==> src/rtl/csr_dbg_arbiter_pkg.sv <==
// -----------------------------------------------------------------------------
// csr_dbg_arbiter_pkg
// Shared types for the CSR debug arbiter: FSM state encoding, the per-beat
// plan record and the default low->high CSR address offset. plan_beat() is the
// single source of truth for the beat sequence of every access type.
// -----------------------------------------------------------------------------
package csr_dbg_arbiter_pkg;

  // Offset from a low CSR (e.g. STIMECMP) to its high half (STIMECMPH).
  localparam logic [11:0] HI_OFFSET_DEFAULT = 12'h010;

  typedef enum logic [2:0] {
    ST_IDLE,
    ST_B0,
    ST_B1,
    ST_B2,
    ST_RESP
  } state_e;

  typedef enum logic {
    ADR_LO,
    ADR_HI
  } adr_sel_e;

  typedef enum logic [1:0] {
    WV_LO,    // DbgWData[XLEN-1:0] (the low word on RV32)
    WV_HI,    // DbgWData[63:32]
    WV_ONES   // all ones: parks the low half at its maximum
  } wval_sel_e;

  typedef struct packed {
    adr_sel_e  adr_sel;
    wval_sel_e wval_sel;
    logic      write;
    state_e    next_state;
  } beat_plan_t;

  // Beat plan for the beat issued in state st. `wide` must already be
  // qualified with RV32; on RV64 every access is a single beat.
  function automatic beat_plan_t plan_beat(state_e st, logic write, logic wide);
    beat_plan_t p;
    p = '{adr_sel: ADR_LO, wval_sel: WV_LO, write: 1'b0, next_state: ST_RESP};
    if (!wide) begin
      p.write = write;
    end else if (write) begin
      // Low half is parked at all-ones first so the 64-bit compare value
      // never passes through a smaller intermediate value while the high
      // half is being replaced: no spurious timer interrupt.
      case (st)
        ST_B0: begin
          p.wval_sel   = WV_ONES;
          p.write      = 1'b1;
          p.next_state = ST_B1;
        end
        ST_B1: begin
          p.adr_sel    = ADR_HI;
          p.wval_sel   = WV_HI;
          p.write      = 1'b1;
          p.next_state = ST_B2;
        end
        ST_B2: begin
          p.write      = 1'b1;
          p.next_state = ST_RESP;
        end
        default: ;
      endcase
    end else begin
      // high, low, high: the two high samples bracket the low read so a
      // carry between the halves is detected as a torn read.
      case (st)
        ST_B0: begin
          p.adr_sel    = ADR_HI;
          p.next_state = ST_B1;
        end
        ST_B1:   p.next_state = ST_B2;
        ST_B2:   p.adr_sel    = ADR_HI;
        default: ;
      endcase
    end
    return p;
  endfunction

endpackage

==> src/rtl/csr_dbg_arbiter_if.sv <==
// -----------------------------------------------------------------------------
// csr_dbg_arbiter_if
// Bundles the pipeline CSR request, the muxed M-stage CSR port and the debug
// abstract-command request/response channel.
//   slave  : the arbiter's view (pipeline/debug/CSR-read side in, muxed port
//            and debug response out)
//   master : the surrounding system's view (the reverse)
// -----------------------------------------------------------------------------
interface csr_dbg_arbiter_if #(
  parameter int XLEN = 64
);

  // Pipeline side
  logic             PipeCSRReqM;
  logic             PipeCSRWriteM;
  logic [11:0]      PipeCSRAdrM;
  logic [XLEN-1:0]  PipeCSRWriteValM;
  // Muxed CSR port
  logic [11:0]      CSRAdrM;
  logic             CSRWriteM;
  logic [XLEN-1:0]  CSRWriteValM;
  logic [XLEN-1:0]  CSRReadValM;
  logic             IllegalCSRAccessM;
  // Debug request
  logic             DbgReqValid;
  logic             DbgReqReady;
  logic             DbgWrite;
  logic             DbgWide;
  logic [11:0]      DbgAdr;
  logic [63:0]      DbgWData;
  // Debug response
  logic             DbgRspValid;
  logic             DbgRspReady;
  logic [63:0]      DbgRspData;
  logic             DbgRspErr;
  logic             DbgStallReq;

  modport slave (
    input  PipeCSRReqM, PipeCSRWriteM, PipeCSRAdrM, PipeCSRWriteValM,
    input  CSRReadValM, IllegalCSRAccessM,
    input  DbgReqValid, DbgWrite, DbgWide, DbgAdr, DbgWData, DbgRspReady,
    output CSRAdrM, CSRWriteM, CSRWriteValM,
    output DbgReqReady, DbgRspValid, DbgRspData, DbgRspErr, DbgStallReq
  );

  modport master (
    output PipeCSRReqM, PipeCSRWriteM, PipeCSRAdrM, PipeCSRWriteValM,
    output CSRReadValM, IllegalCSRAccessM,
    output DbgReqValid, DbgWrite, DbgWide, DbgAdr, DbgWData, DbgRspReady,
    input  CSRAdrM, CSRWriteM, CSRWriteValM,
    input  DbgReqReady, DbgRspValid, DbgRspData, DbgRspErr, DbgStallReq
  );

endinterface

==> src/rtl/csr_dbg_arbiter_beatgen.sv <==
// -----------------------------------------------------------------------------
// csr_dbg_arbiter_beatgen
// Purely combinational. Turns the current FSM state plus the captured debug
// request into the CSR address, write strobe and write value of the beat to
// issue, and the state to enter once that beat completes (before any
// illegal-access or torn-read override applied by the top).
// Ports:
//   state_i      current arbiter state
//   write_i      captured DbgWrite
//   wide_i       captured DbgWide, already qualified with RV32
//   adr_i        captured DbgAdr (low half for wide accesses)
//   wdata_i      captured DbgWData
//   beat_adr_o   CSR address of this beat
//   beat_write_o write strobe of this beat
//   beat_wval_o  write value of this beat
//   next_state_o state after this beat completes normally
// -----------------------------------------------------------------------------
module csr_dbg_arbiter_beatgen
  import csr_dbg_arbiter_pkg::*;
#(
  parameter int          XLEN      = 64,
  parameter logic [11:0] HI_OFFSET = HI_OFFSET_DEFAULT
) (
  input  state_e            state_i,
  input  logic              write_i,
  input  logic              wide_i,
  input  logic [11:0]       adr_i,
  input  logic [63:0]       wdata_i,
  output logic [11:0]       beat_adr_o,
  output logic              beat_write_o,
  output logic [XLEN-1:0]   beat_wval_o,
  output state_e            next_state_o
);

  beat_plan_t plan;

  // NOTE: every output of a combinational block is assigned on every path
  // (here via the function result and a defaulted case); a path that leaves
  // one unassigned would infer a latch.
  always_comb begin
    plan         = plan_beat(state_i, write_i, wide_i);
    // 12-bit sum: an offset past 12'hFFF simply wraps.
    beat_adr_o   = (plan.adr_sel == ADR_HI) ? adr_i + HI_OFFSET : adr_i;
    beat_write_o = plan.write;
    next_state_o = plan.next_state;
    case (plan.wval_sel)
      WV_ONES: beat_wval_o = '1;
      WV_HI:   beat_wval_o = XLEN'(wdata_i[63:32]);
      default: beat_wval_o = wdata_i[XLEN-1:0];
    endcase
  end

endmodule

==> src/rtl/csr_dbg_arbiter.sv <==
// -----------------------------------------------------------------------------
// csr_dbg_arbiter
// Shares the M-stage CSR port between the pipeline and the debug module's
// abstract-command interface. The pipeline always wins; debug beats issue in
// slots where PipeCSRReqM is low. On RV32 a wide (64-bit) debug access to a
// low/high CSR pair is sequenced as three beats so that writes never expose a
// smaller intermediate compare value and reads detect carries between halves
// (retrying up to MAX_RETRY times).
// Ports:
//   clk    clock
//   reset  synchronous, active-low reset
//   bus    csr_dbg_arbiter_if.slave: pipeline request, muxed CSR port,
//          debug request/response and the bubble request to the hazard unit
// -----------------------------------------------------------------------------
module csr_dbg_arbiter
  import csr_dbg_arbiter_pkg::*;
#(
  parameter int          XLEN         = 64,
  parameter int          STARVE_LIMIT = 8,
  parameter int          MAX_RETRY    = 3,
  parameter logic [11:0] HI_OFFSET    = HI_OFFSET_DEFAULT
) (
  input  logic                clk,
  input  logic                reset,
  csr_dbg_arbiter_if.slave    bus
);

  localparam logic IS_RV32  = (XLEN == 32);
  localparam int   STARVE_W = $clog2(STARVE_LIMIT + 1);
  localparam int   RETRY_W  = $clog2(MAX_RETRY + 1);
  localparam logic [STARVE_W-1:0] STARVE_MAX = STARVE_W'(STARVE_LIMIT);
  localparam logic [STARVE_W-1:0] STARVE_PRE = STARVE_W'(STARVE_LIMIT - 1);
  localparam logic [RETRY_W-1:0]  RETRY_LAST = RETRY_W'(MAX_RETRY - 1);

  // ---------------------------------------------------------------------------
  // State and datapath registers
  // ---------------------------------------------------------------------------
  state_e              state_q, state_d;
  logic                req_write_q, req_write_d;
  logic                req_wide_q, req_wide_d;
  logic [11:0]         req_adr_q, req_adr_d;
  logic [63:0]         req_wdata_q, req_wdata_d;
  logic [31:0]         hi_first_q, hi_first_d;   // H1 of a wide read
  logic [31:0]         lo_word_q, lo_word_d;     // low half of a wide read
  logic [63:0]         rsp_data_q, rsp_data_d;
  logic                rsp_err_q, rsp_err_d;
  logic [STARVE_W-1:0] starve_q, starve_d;
  logic [RETRY_W-1:0]  retry_q, retry_d;

  // ---------------------------------------------------------------------------
  // Derived controls
  // ---------------------------------------------------------------------------
  logic            in_beat;        // a debug beat is pending
  logic            beat_done;      // ...and the port is free this cycle
  logic            req_fire;
  logic            rsp_fire;
  logic            hi_torn;        // H2 differs from H1
  logic            retry_restart;  // wide read B2 completed with a torn high
  logic            retry_exhausted;

  logic [11:0]     beat_adr;
  logic            beat_write;
  logic [XLEN-1:0] beat_wval;
  state_e          plan_next;

  assign in_beat         = (state_q == ST_B0) || (state_q == ST_B1) || (state_q == ST_B2);
  assign beat_done       = in_beat && !bus.PipeCSRReqM;
  assign req_fire        = (state_q == ST_IDLE) && bus.DbgReqValid;
  assign rsp_fire        = (state_q == ST_RESP) && bus.DbgRspReady;
  assign hi_torn         = (bus.CSRReadValM[31:0] != hi_first_q);
  assign retry_restart   = req_wide_q && !req_write_q && (state_q == ST_B2) && hi_torn;
  assign retry_exhausted = (retry_q >= RETRY_LAST);

  csr_dbg_arbiter_beatgen #(
    .XLEN      (XLEN),
    .HI_OFFSET (HI_OFFSET)
  ) u_beatgen (
    .state_i      (state_q),
    .write_i      (req_write_q),
    .wide_i       (req_wide_q),
    .adr_i        (req_adr_q),
    .wdata_i      (req_wdata_q),
    .beat_adr_o   (beat_adr),
    .beat_write_o (beat_write),
    .beat_wval_o  (beat_wval),
    .next_state_o (plan_next)
  );

  // ---------------------------------------------------------------------------
  // FSM: state register
  // ---------------------------------------------------------------------------
  // NOTE: sequential blocks use non-blocking assignments so every flop samples
  // the pre-edge value of every other flop, independent of block ordering.
  always_ff @(posedge clk) begin
    if (!reset) state_q <= ST_IDLE;
    else        state_q <= state_d;
  end

  // ---------------------------------------------------------------------------
  // FSM: next state
  // ---------------------------------------------------------------------------
  always_comb begin
    state_d = state_q;
    case (state_q)
      ST_IDLE: if (bus.DbgReqValid) state_d = ST_B0;
      ST_B0, ST_B1, ST_B2: begin
        if (beat_done) begin
          if (bus.IllegalCSRAccessM) state_d = ST_RESP;
          else if (retry_restart)    state_d = retry_exhausted ? ST_RESP : ST_B0;
          else                       state_d = plan_next;
        end
      end
      ST_RESP: if (bus.DbgRspReady) state_d = ST_IDLE;
      default: state_d = ST_IDLE;
    endcase
  end

  // ---------------------------------------------------------------------------
  // Datapath: request capture, read assembly, counters
  // ---------------------------------------------------------------------------
  always_comb begin
    req_write_d = req_write_q;
    req_wide_d  = req_wide_q;
    req_adr_d   = req_adr_q;
    req_wdata_d = req_wdata_q;
    hi_first_d  = hi_first_q;
    lo_word_d   = lo_word_q;
    rsp_data_d  = rsp_data_q;
    rsp_err_d   = rsp_err_q;
    starve_d    = starve_q;
    retry_d     = retry_q;

    if (req_fire) begin
      req_write_d = bus.DbgWrite;
      req_wide_d  = bus.DbgWide & IS_RV32;
      req_adr_d   = bus.DbgAdr;
      req_wdata_d = bus.DbgWData;
      rsp_data_d  = '0;
      rsp_err_d   = 1'b0;
    end

    if (in_beat) begin
      // Counts blocked beat cycles; saturates rather than wrapping.
      if (beat_done)                  starve_d = '0;
      else if (starve_q != STARVE_MAX) starve_d = starve_q + STARVE_W'(1);

      if (beat_done) begin
        if (bus.IllegalCSRAccessM) begin
          rsp_data_d = '0;
          rsp_err_d  = 1'b1;
        end else if (!req_wide_q) begin
          if (!req_write_q) rsp_data_d = 64'(bus.CSRReadValM);
        end else if (!req_write_q) begin
          case (state_q)
            ST_B0: hi_first_d = bus.CSRReadValM[31:0];
            ST_B1: lo_word_d  = bus.CSRReadValM[31:0];
            default: begin
              if (!hi_torn) begin
                rsp_data_d = {hi_first_q, lo_word_q};
              end else begin
                retry_d = retry_q + RETRY_W'(1);
                if (retry_exhausted) rsp_err_d = 1'b1;
              end
            end
          endcase
        end
      end
    end else begin
      starve_d = '0;
    end

    if (rsp_fire) retry_d = '0;
  end

  always_ff @(posedge clk) begin
    if (!reset) begin
      req_write_q <= 1'b0;
      req_wide_q  <= 1'b0;
      req_adr_q   <= '0;
      req_wdata_q <= '0;
      hi_first_q  <= '0;
      lo_word_q   <= '0;
      rsp_data_q  <= '0;
      rsp_err_q   <= 1'b0;
      starve_q    <= '0;
      retry_q     <= '0;
    end else begin
      req_write_q <= req_write_d;
      req_wide_q  <= req_wide_d;
      req_adr_q   <= req_adr_d;
      req_wdata_q <= req_wdata_d;
      hi_first_q  <= hi_first_d;
      lo_word_q   <= lo_word_d;
      rsp_data_q  <= rsp_data_d;
      rsp_err_q   <= rsp_err_d;
      starve_q    <= starve_d;
      retry_q     <= retry_d;
    end
  end

  // ---------------------------------------------------------------------------
  // FSM: outputs and CSR port mux
  // ---------------------------------------------------------------------------
  always_comb begin
    bus.DbgReqReady = (state_q == ST_IDLE);
    bus.DbgRspValid = (state_q == ST_RESP);
    bus.DbgRspData  = rsp_data_q;
    bus.DbgRspErr   = rsp_err_q;
    // Raised in the blocked cycle that brings the count to the limit, and
    // held until the beat finally completes.
    bus.DbgStallReq = in_beat &&
                      ((starve_q == STARVE_MAX) ||
                       (bus.PipeCSRReqM && (starve_q == STARVE_PRE)));

    if (bus.PipeCSRReqM) begin
      bus.CSRAdrM      = bus.PipeCSRAdrM;
      bus.CSRWriteM    = bus.PipeCSRWriteM;
      bus.CSRWriteValM = bus.PipeCSRWriteValM;
    end else if (in_beat) begin
      bus.CSRAdrM      = beat_adr;
      bus.CSRWriteM    = beat_write;
      bus.CSRWriteValM = beat_wval;
    end else begin
      bus.CSRAdrM      = '0;
      bus.CSRWriteM    = 1'b0;
      bus.CSRWriteValM = '0;
    end
  end

endmodule

==> src/flat_wrapper.sv <==
// flat-port wrapper written by rule: the top's interface ports become plain ports
module csr_dbg_arbiter_flat import csr_dbg_arbiter_pkg::*;
#(
  parameter int          XLEN         = 64,
  parameter int          STARVE_LIMIT = 8,
  parameter int          MAX_RETRY    = 3,
  parameter logic [11:0] HI_OFFSET    = HI_OFFSET_DEFAULT
)
  (clk, reset, bus_PipeCSRReqM, bus_PipeCSRWriteM, bus_PipeCSRAdrM, bus_PipeCSRWriteValM, bus_CSRReadValM, bus_IllegalCSRAccessM, bus_DbgReqValid, bus_DbgWrite, bus_DbgWide, bus_DbgAdr, bus_DbgWData, bus_DbgRspReady, bus_CSRAdrM, bus_CSRWriteM, bus_CSRWriteValM, bus_DbgReqReady, bus_DbgRspValid, bus_DbgRspData, bus_DbgRspErr, bus_DbgStallReq);
  csr_dbg_arbiter_if #(.XLEN(XLEN)) bus_i ();
  input  logic clk;
  input  logic reset;
  input wire logic [$bits(bus_i.PipeCSRReqM)-1:0] bus_PipeCSRReqM;
  input wire logic [$bits(bus_i.PipeCSRWriteM)-1:0] bus_PipeCSRWriteM;
  input wire logic [$bits(bus_i.PipeCSRAdrM)-1:0] bus_PipeCSRAdrM;
  input wire logic [$bits(bus_i.PipeCSRWriteValM)-1:0] bus_PipeCSRWriteValM;
  input wire logic [$bits(bus_i.CSRReadValM)-1:0] bus_CSRReadValM;
  input wire logic [$bits(bus_i.IllegalCSRAccessM)-1:0] bus_IllegalCSRAccessM;
  input wire logic [$bits(bus_i.DbgReqValid)-1:0] bus_DbgReqValid;
  input wire logic [$bits(bus_i.DbgWrite)-1:0] bus_DbgWrite;
  input wire logic [$bits(bus_i.DbgWide)-1:0] bus_DbgWide;
  input wire logic [$bits(bus_i.DbgAdr)-1:0] bus_DbgAdr;
  input wire logic [$bits(bus_i.DbgWData)-1:0] bus_DbgWData;
  input wire logic [$bits(bus_i.DbgRspReady)-1:0] bus_DbgRspReady;
  output wire logic [$bits(bus_i.CSRAdrM)-1:0] bus_CSRAdrM;
  output wire logic [$bits(bus_i.CSRWriteM)-1:0] bus_CSRWriteM;
  output wire logic [$bits(bus_i.CSRWriteValM)-1:0] bus_CSRWriteValM;
  output wire logic [$bits(bus_i.DbgReqReady)-1:0] bus_DbgReqReady;
  output wire logic [$bits(bus_i.DbgRspValid)-1:0] bus_DbgRspValid;
  output wire logic [$bits(bus_i.DbgRspData)-1:0] bus_DbgRspData;
  output wire logic [$bits(bus_i.DbgRspErr)-1:0] bus_DbgRspErr;
  output wire logic [$bits(bus_i.DbgStallReq)-1:0] bus_DbgStallReq;
  assign bus_i.PipeCSRReqM = bus_PipeCSRReqM;
  assign bus_i.PipeCSRWriteM = bus_PipeCSRWriteM;
  assign bus_i.PipeCSRAdrM = bus_PipeCSRAdrM;
  assign bus_i.PipeCSRWriteValM = bus_PipeCSRWriteValM;
  assign bus_i.CSRReadValM = bus_CSRReadValM;
  assign bus_i.IllegalCSRAccessM = bus_IllegalCSRAccessM;
  assign bus_i.DbgReqValid = bus_DbgReqValid;
  assign bus_i.DbgWrite = bus_DbgWrite;
  assign bus_i.DbgWide = bus_DbgWide;
  assign bus_i.DbgAdr = bus_DbgAdr;
  assign bus_i.DbgWData = bus_DbgWData;
  assign bus_i.DbgRspReady = bus_DbgRspReady;
  assign bus_CSRAdrM = bus_i.CSRAdrM;
  assign bus_CSRWriteM = bus_i.CSRWriteM;
  assign bus_CSRWriteValM = bus_i.CSRWriteValM;
  assign bus_DbgReqReady = bus_i.DbgReqReady;
  assign bus_DbgRspValid = bus_i.DbgRspValid;
  assign bus_DbgRspData = bus_i.DbgRspData;
  assign bus_DbgRspErr = bus_i.DbgRspErr;
  assign bus_DbgStallReq = bus_i.DbgStallReq;
  csr_dbg_arbiter #(.XLEN(XLEN), .STARVE_LIMIT(STARVE_LIMIT), .MAX_RETRY(MAX_RETRY), .HI_OFFSET(HI_OFFSET)) u_core (.clk(clk), .reset(reset), .bus(bus_i));
endmodule
==> config.mk <==
export PLATFORM = sky130hd
export DESIGN_NAME = csr_dbg_arbiter_flat
export DESIGN_NICKNAME = d
export VERILOG_FILES = /design/src/rtl/csr_dbg_arbiter_pkg.sv /design/src/rtl/csr_dbg_arbiter_if.sv /design/src/rtl/csr_dbg_arbiter_beatgen.sv /design/src/rtl/csr_dbg_arbiter.sv /design/src/flat_wrapper.sv
export SDC_FILE = /design/constraint.sdc
export NUM_CORES = 1
export LEC_CHECK = 0
export BUFFER_PORTS_ARGS = -buffer_cell sky130_fd_sc_hd__buf_2
export CAP_MARGIN = 20
export CORE_AREA = 4 4 143 145
export CTS_BUF_LIST = sky130_fd_sc_hd__clkbuf_4
export CTS_CLUSTER_DIAMETER = 40
export DETAILED_ROUTE_END_ITERATION = 8
export DIE_AREA = 0 0 147 149
export GPL_ROUTABILITY_DRIVEN = 1
export PLACE_DENSITY = 0.62
export REMOVE_ABC_BUFFERS = 1
export SYNTH_ARGS = -nofsm -noshare
export SYNTH_HDL_FRONTEND = slang
export SYNTH_SLANG_ARGS = --single-unit
==> constraint.sdc <==
create_clock -name clk -period 1.64 [get_ports clk]
set_input_delay 0.328 -clock clk [delete_from_list [all_inputs] [get_ports clk]]
set_output_delay 0.328 -clock clk [all_outputs]
set_load 0.05 [all_outputs]
; ---- Word-level counts from Yosys, hierarchy flattened
; Index checks and enable logic that the tools add are counted.
[word_totals]
mem_bits_ro = 0
ff_bits = 149
latch_bits = 0
in_bits = 225
n_memories = 0
ram_bits = 0
[classes]
n_mul = 0
n_eq_ne = 10
shifts = 0
n_div = 0
reduce_logical = 12
muxes = 19
bitwise_logic = 2
add_sub_neg = 1
magnitude_cmp = 0
[ops]
columns = op, count
row1 = 64-bit two-way mux, 7
row2 = 12-bit two-way mux, 2
row3 = 3-bit two-way mux, 3
row4 = 3-bit one-hot mux with 3 select lines, 1
row5 = "3-bit by 2-bit == test with 1-bit output, second input constant", 2
row6 = 1-bit two-way mux, 6
row7 = 3-bit OR reduction, 2
row8 = "4-bit by 1-bit adder with 4-bit output, second input constant", 1
row9 = "4-bit by 3-bit == test with 1-bit output, second input constant", 1
row10 = "4-bit == test, second input constant", 1
row11 = 1-bit logical AND, 4
row12 = "2-bit != test, second input constant", 2
row13 = "4-bit != test, second input constant", 1
row14 = "3-bit by 1-bit == test with 1-bit output, second input constant", 1
row15 = "3-bit == test, second input constant", 1
row16 = 3-bit logical NOT, 1
row17 = 1-bit logical OR, 3
row18 = 3-bit AND reduction, 1
row19 = "2-bit by 1-bit != test with 1-bit output, second input constant", 1
row20 = 1-bit inverter, 2
row21 = 1-bit logical NOT, 1

; ---- Depth between registers and ports, before layout
[depth]
word_depth = 7
mapped_depth = 7
mapped_depth_nobuf = 5

; ---- By module
; A second synthesis with hierarchy kept.
[hier_totals]
hier_cells = 1186
area_unflattened_um2 = 8338.0
[by_module_without_submodules]
columns = mod, area_each_um2, n_inst, cells_each
row1 = csr_dbg_arbiter, 7165.6, 1, 960
row2 = csr_dbg_arbiter_beatgen, 1172.4, 1, 226

; ---- Least setup slack after synthesis
; OpenSTA, ideal clock, no wires.
[synth_path]
path_kind = reg-to-output
start = register u_core.state_q[0]
end = output bus_CSRWriteValM[53]
arrival_ns = 2.227
setup_slack_ns = -0.915
required_time_ns = 1.312
path_stages_with_launch = 8
n_path_buf = 4
cell_sequence = dfxtp_1 buf_4 nor2b_1 buf_2 buf_2 buf_2 nand2_1 o21ai_0
[synth_via]
elab_chain_len = 5
elab_cells_between_ends = 7
cone_classes = 3 x eq/ne / 2 x mux / 2 x reduce/logical
[synth_lines]
columns = item, line_no
row1 = "start, declared", csr_dbg_arbiter.sv:38  ; state_e state_q, state_d;
row2 = "start signal, assigned", csr_dbg_arbiter.sv:96  ; else state_q <= state_d;
row3 = 3-bit by 1-bit == test with 1-bit output / 3-bit by 2-bit == test with 1-bit output (equally long branches), --
row4 = 1-bit logical OR, csr_dbg_arbiter.sv:66  ; assign in_beat = (state_q == ST_B0) || (state_q == ST_B1) || (state_q == ST_B2);
row5 = 1-bit logical OR (*), csr_dbg_arbiter.sv:66
row6 = 64-bit two-way mux (*), csr_dbg_arbiter.sv:219  ; end else if (in_beat) begin
row7 = 64-bit two-way mux (*), csr_dbg_arbiter.sv:215  ; if (bus.PipeCSRReqM) begin
row8 = "end, declared", flat_wrapper.sv:27  ; output wire logic [$bits(bus_i.CSRWriteValM)-1:0] bus_CSRWriteValM;
; Mark *: on every way between the ends. The rest lies on a longest branch, timed or not.

; ---- Worst setup path in the final report
[layout_path]
start = register u_core.state_q[0]
end = output bus_CSRWriteValM[14]
; The elaborated chain is that of the path after synthesis.

==> impl_metrics.py <==
metrics = {
    "pwr": {
        "netSwitchingPower_w": 0.00317,
        "total_power_w": 0.00918,
        "clock_power_share_pct": 26.1,
        "internal_power_w": 0.00602,
        "leakagePower_nw": 5.73,
        "vdd_drop_max_v": 0.000436,
        "p_per_area_nw_per_um2": 744,
        "combPwrFrac_pct": 32.1,
        "swShare_pct": 34.5,
        "seq_power_share_pct": 41.8,
    },
    "synth": {
        "yosys.cell_types.count": 31,
        "synth-simple-area-share_pct": 21.5,
        "synth_top_flop_cell": "dfxtp_1",
        "netlist_area_um2": 6320,
        "synth_edf_count": 0,
        "yosysWarnings": 0,
        "synth-xor-area-share_pct": 0.277,
        "synthCells": 779,
        "synth.area.mux_share_pct": 0.317,
        "synth-async-reset-ratio_pct": 0,
        "synth-seq-cells": 148,
        "ys_seq_area_share_pct": 46.9,
        "synthAdderAreaFrac_pct": 0.396,
        "synth_compound_area_share_pct": 24.5,
        "synth.avg_cell_area_um2": 8.12,
        "synth_top_family_by_area": "compound AO/OA/AOI/OAI gates",
    },
    "sta": {
        "setup_ws_ps": -589,
        "holdWs_ps": 95.2,
        "min_period_ps": 2230,
        "setup_viol_count_final": 222,
        "setup_tns_ps": -57630,
        "slew_headroom_pct": 75.6,
        "worst_pin_slew_ps": 367,
        "finalCritPeriodShare_pct": 136,
        "finalHoldViolCount": 0,
        "max_freq_ghz": 0.449,
        "clock_skew_ps": 18.9,
        "grt_setup_unrepaired": "true",
        "drv_slew": 0,
    },
    "floorplan": {
        "die-area_um2": 21900,
        "die_h_um": 149,
        "row_count": 51,
        "start_util_pct": 32.9,
        "pin_count": 370,
        "die_w_um": 147,
        "coreArea_um2": 19200,
    },
    "grt": {
        "grt_pass1_wl_mm": 42.6,
        "grt_pass1_vias": 7812,
        "overflow": 0,
        "track_usage_pct": 24.6,
        "antenna_found_initial": 3,
        "grt_start_max_net_pins": 87,
    },
    "clock_network": {
        "clockRootBuffer": "clkbuf_4",
        "clk_transition_reported_paths_ps": 140,
        "clk_latency_ps": 550,
        "cts_tree": "built",
        "cts.sink_count": 148,
        "cts_made_buffers": 17,
        "cts_max_path_buffers": 2,
        "cts.htree.levels": 4,
    },
    "critical_path": {
        "crit_path_end_kind": "primary output",
        "worstRegToRegCells": 8,
        "cp.arrival_ps": 1900,
        "r2r_slack_ps": -200,
        "r2r-end": "u_core.req_wdata_q[46]",
        "setup.worst_path.start_class": "flop",
        "r2r-start": "u_core.state_q[0]",
        "critPathMaxFanout": 12,
        "critical_path_required_ps": 1310,
        "critical_path_class": "flop to primary output",
        "startpoint": "u_core.state_q[0]",
    },
    "detailed_routing": {
        "route.detailed.drc": 0,
        "dr.pass1.iters": 5,
        "vias_per_cell": 4.78,
        "drt-total-wl_mm": 29.1,
        "antenna_left": 0,
        "wl_per_cell_um": 18.0,
        "vias": 7719,
        "drt-initial-drc-count": 281,
    },
    "min_path": {
        "hold-path-cell-count": 3,
        "hold_path_end": "u_core.state_q[0]",
        "hp-class": "input port to flop",
        "min_from": "bus_DbgReqValid",
    },
    "placed_design": {
        "place_inst": 1382,
        "gp_routability_congestion": 0.781,
        "io_buffers": 368,
        "hpwl_mm": 15.4,
    },
    "final_layout": {
        "layout_commonest_cell": "buf_2",
        "area_growth_syn_to_layout_pct": 95.2,
        "final_cell_mix": "287 x buf_2, 280 x nand2_1, 144 x dfxtp_1, 141 x dlygate4sd3_1, 74 x buf_6",
        "nNetsFinal": 1562,
        "layout.cells.non_filler": 1616,
        "layout-drive-gt1-share_pct": 43.3,
        "final_util_pct": 64.3,
        "fillerInstances": 1505,
    },
    "outcome": {
        "violations": "setup timing",
        "run_status": "finished with violations",
    },
    "flow_run": {
        "cap_violations": 0,
    },
}
-- critical path, stage by stage (launching register included) --
cell and delay [ps]:
dfxtp_2 350, nor2b_4 160, buf_12 130, buf_12 140, buf_12 130, nand2_1 60, o21ai_1 190, buf_6 190
-- Yosys cell counts (2+ instances only) --
cell type / number / area [um2]
nand3_1: 3 / 15.0
a22o_1: 64 / 561
nor2_1: 5 / 18.8
and2_1: 2 / 12.5
nand2_1: 309 / 1160
clkbuf_1: 39 / 146
dfxtp_1: 148 / 2960
a21oi_1: 2 / 10.0
mux2i_1: 2 / 20.0
a21boi_1: 30 / 225
nand2b_4: 2 / 27.5
nor2b_1: 3 / 18.8
inv_1: 3 / 11.3
buf_2: 12 / 60.1
nand3b_1: 2 / 15.0
a21boi_0: 47 / 353
buf_6: 14 / 158
o21ai_0: 78 / 390
ha_1: 2 / 25.0
-- area by class of cell --
class                      count  area, um2  share of cell area (%)
clock buffer                  17        128                    1.03
clock inverter                15        158                    1.28
inverter                       3       11.3                  0.0912
sequential                   148       2970                    24.1
multi-input combinational    561       3380                    27.4
antenna                        3       7.51                  0.0608
timing repair buffer         604       5360                    43.4
tap                          265        332                    2.69
-- power by group through the flow --
stage	Combinational, W	Clock (W)	Sequential, W
finish	0.00295	0.00240	0.00384
global route	0.00311	0.00262	0.00386
CTS	0.00281	0.00248	0.00384
detailed placement	0.00174	0	0.00390
global placement	0.00173	0	0.00390
floorplan	0.000861	0	0.00398
-- worst max path at each step --
stage	to	slack (ps)
floorplan	bus_CSRAdrM[0]	-3050
global placement	bus_CSRWriteValM[54]	-150
detailed placement	bus_CSRWriteValM[61]	-120
CTS	bus_CSRWriteValM[54]	-640
global route	bus_CSRWriteValM[58]	-720
finish	bus_CSRWriteValM[14]	-590
-- logic make-up after synthesis --
kind of cell | count (synthesis)
and+or+nand+nor | 333
AOI/OAI and AO/OA | 222
DFF | 148
buffers and inverters | 70
xor gates and xnor gates | 2
muxes | 2
adders and majority gates | 2
-- state kept, by name (all words and copies together), names as in the netlist --
| signal | cells |
|---|---|
| u_core.state_q | 2 |
| u_core.starve_q | 4 |
| u_core.req_write_q | 1 |
| u_core.req_wdata_q | 64 |
| u_core.bus.DbgRspData | 64 |
| u_core.bus.DbgRspErr | 1 |
| u_core.req_adr_q | 12 |
-- stage by stage --
step                      area, um2  setup slack (ps)
after floorplan                5950             -3050
after global placement         8640              -151
after detailed placement       8640              -119
after CTS                     12000              -640
after global routing          12300              -723
final                         12300              -589
-- repair_timing --
item	4_1_cts	5_1_grt
gates cloned	21	7
pin swaps	61	42
hold buffers	141	0
endpoints found under the hold margin	141	0
resized for setup	295	101
endpoints found under the setup margin	202	230
setup buffers	29	9
-- layer usage --
layer / vias up / track usage [%] / part of all wire (%)
li1: 3741 / - / -
met1: 3561 / 27.6 / 38
met2: 377 / 45.6 / 52
met3: 40 / 6.41 / 7.8
met4: 0 / 8.01 / 2.2
met5: - / 0 / 0
Note: power is estimated with default switching activity, not from simulation.
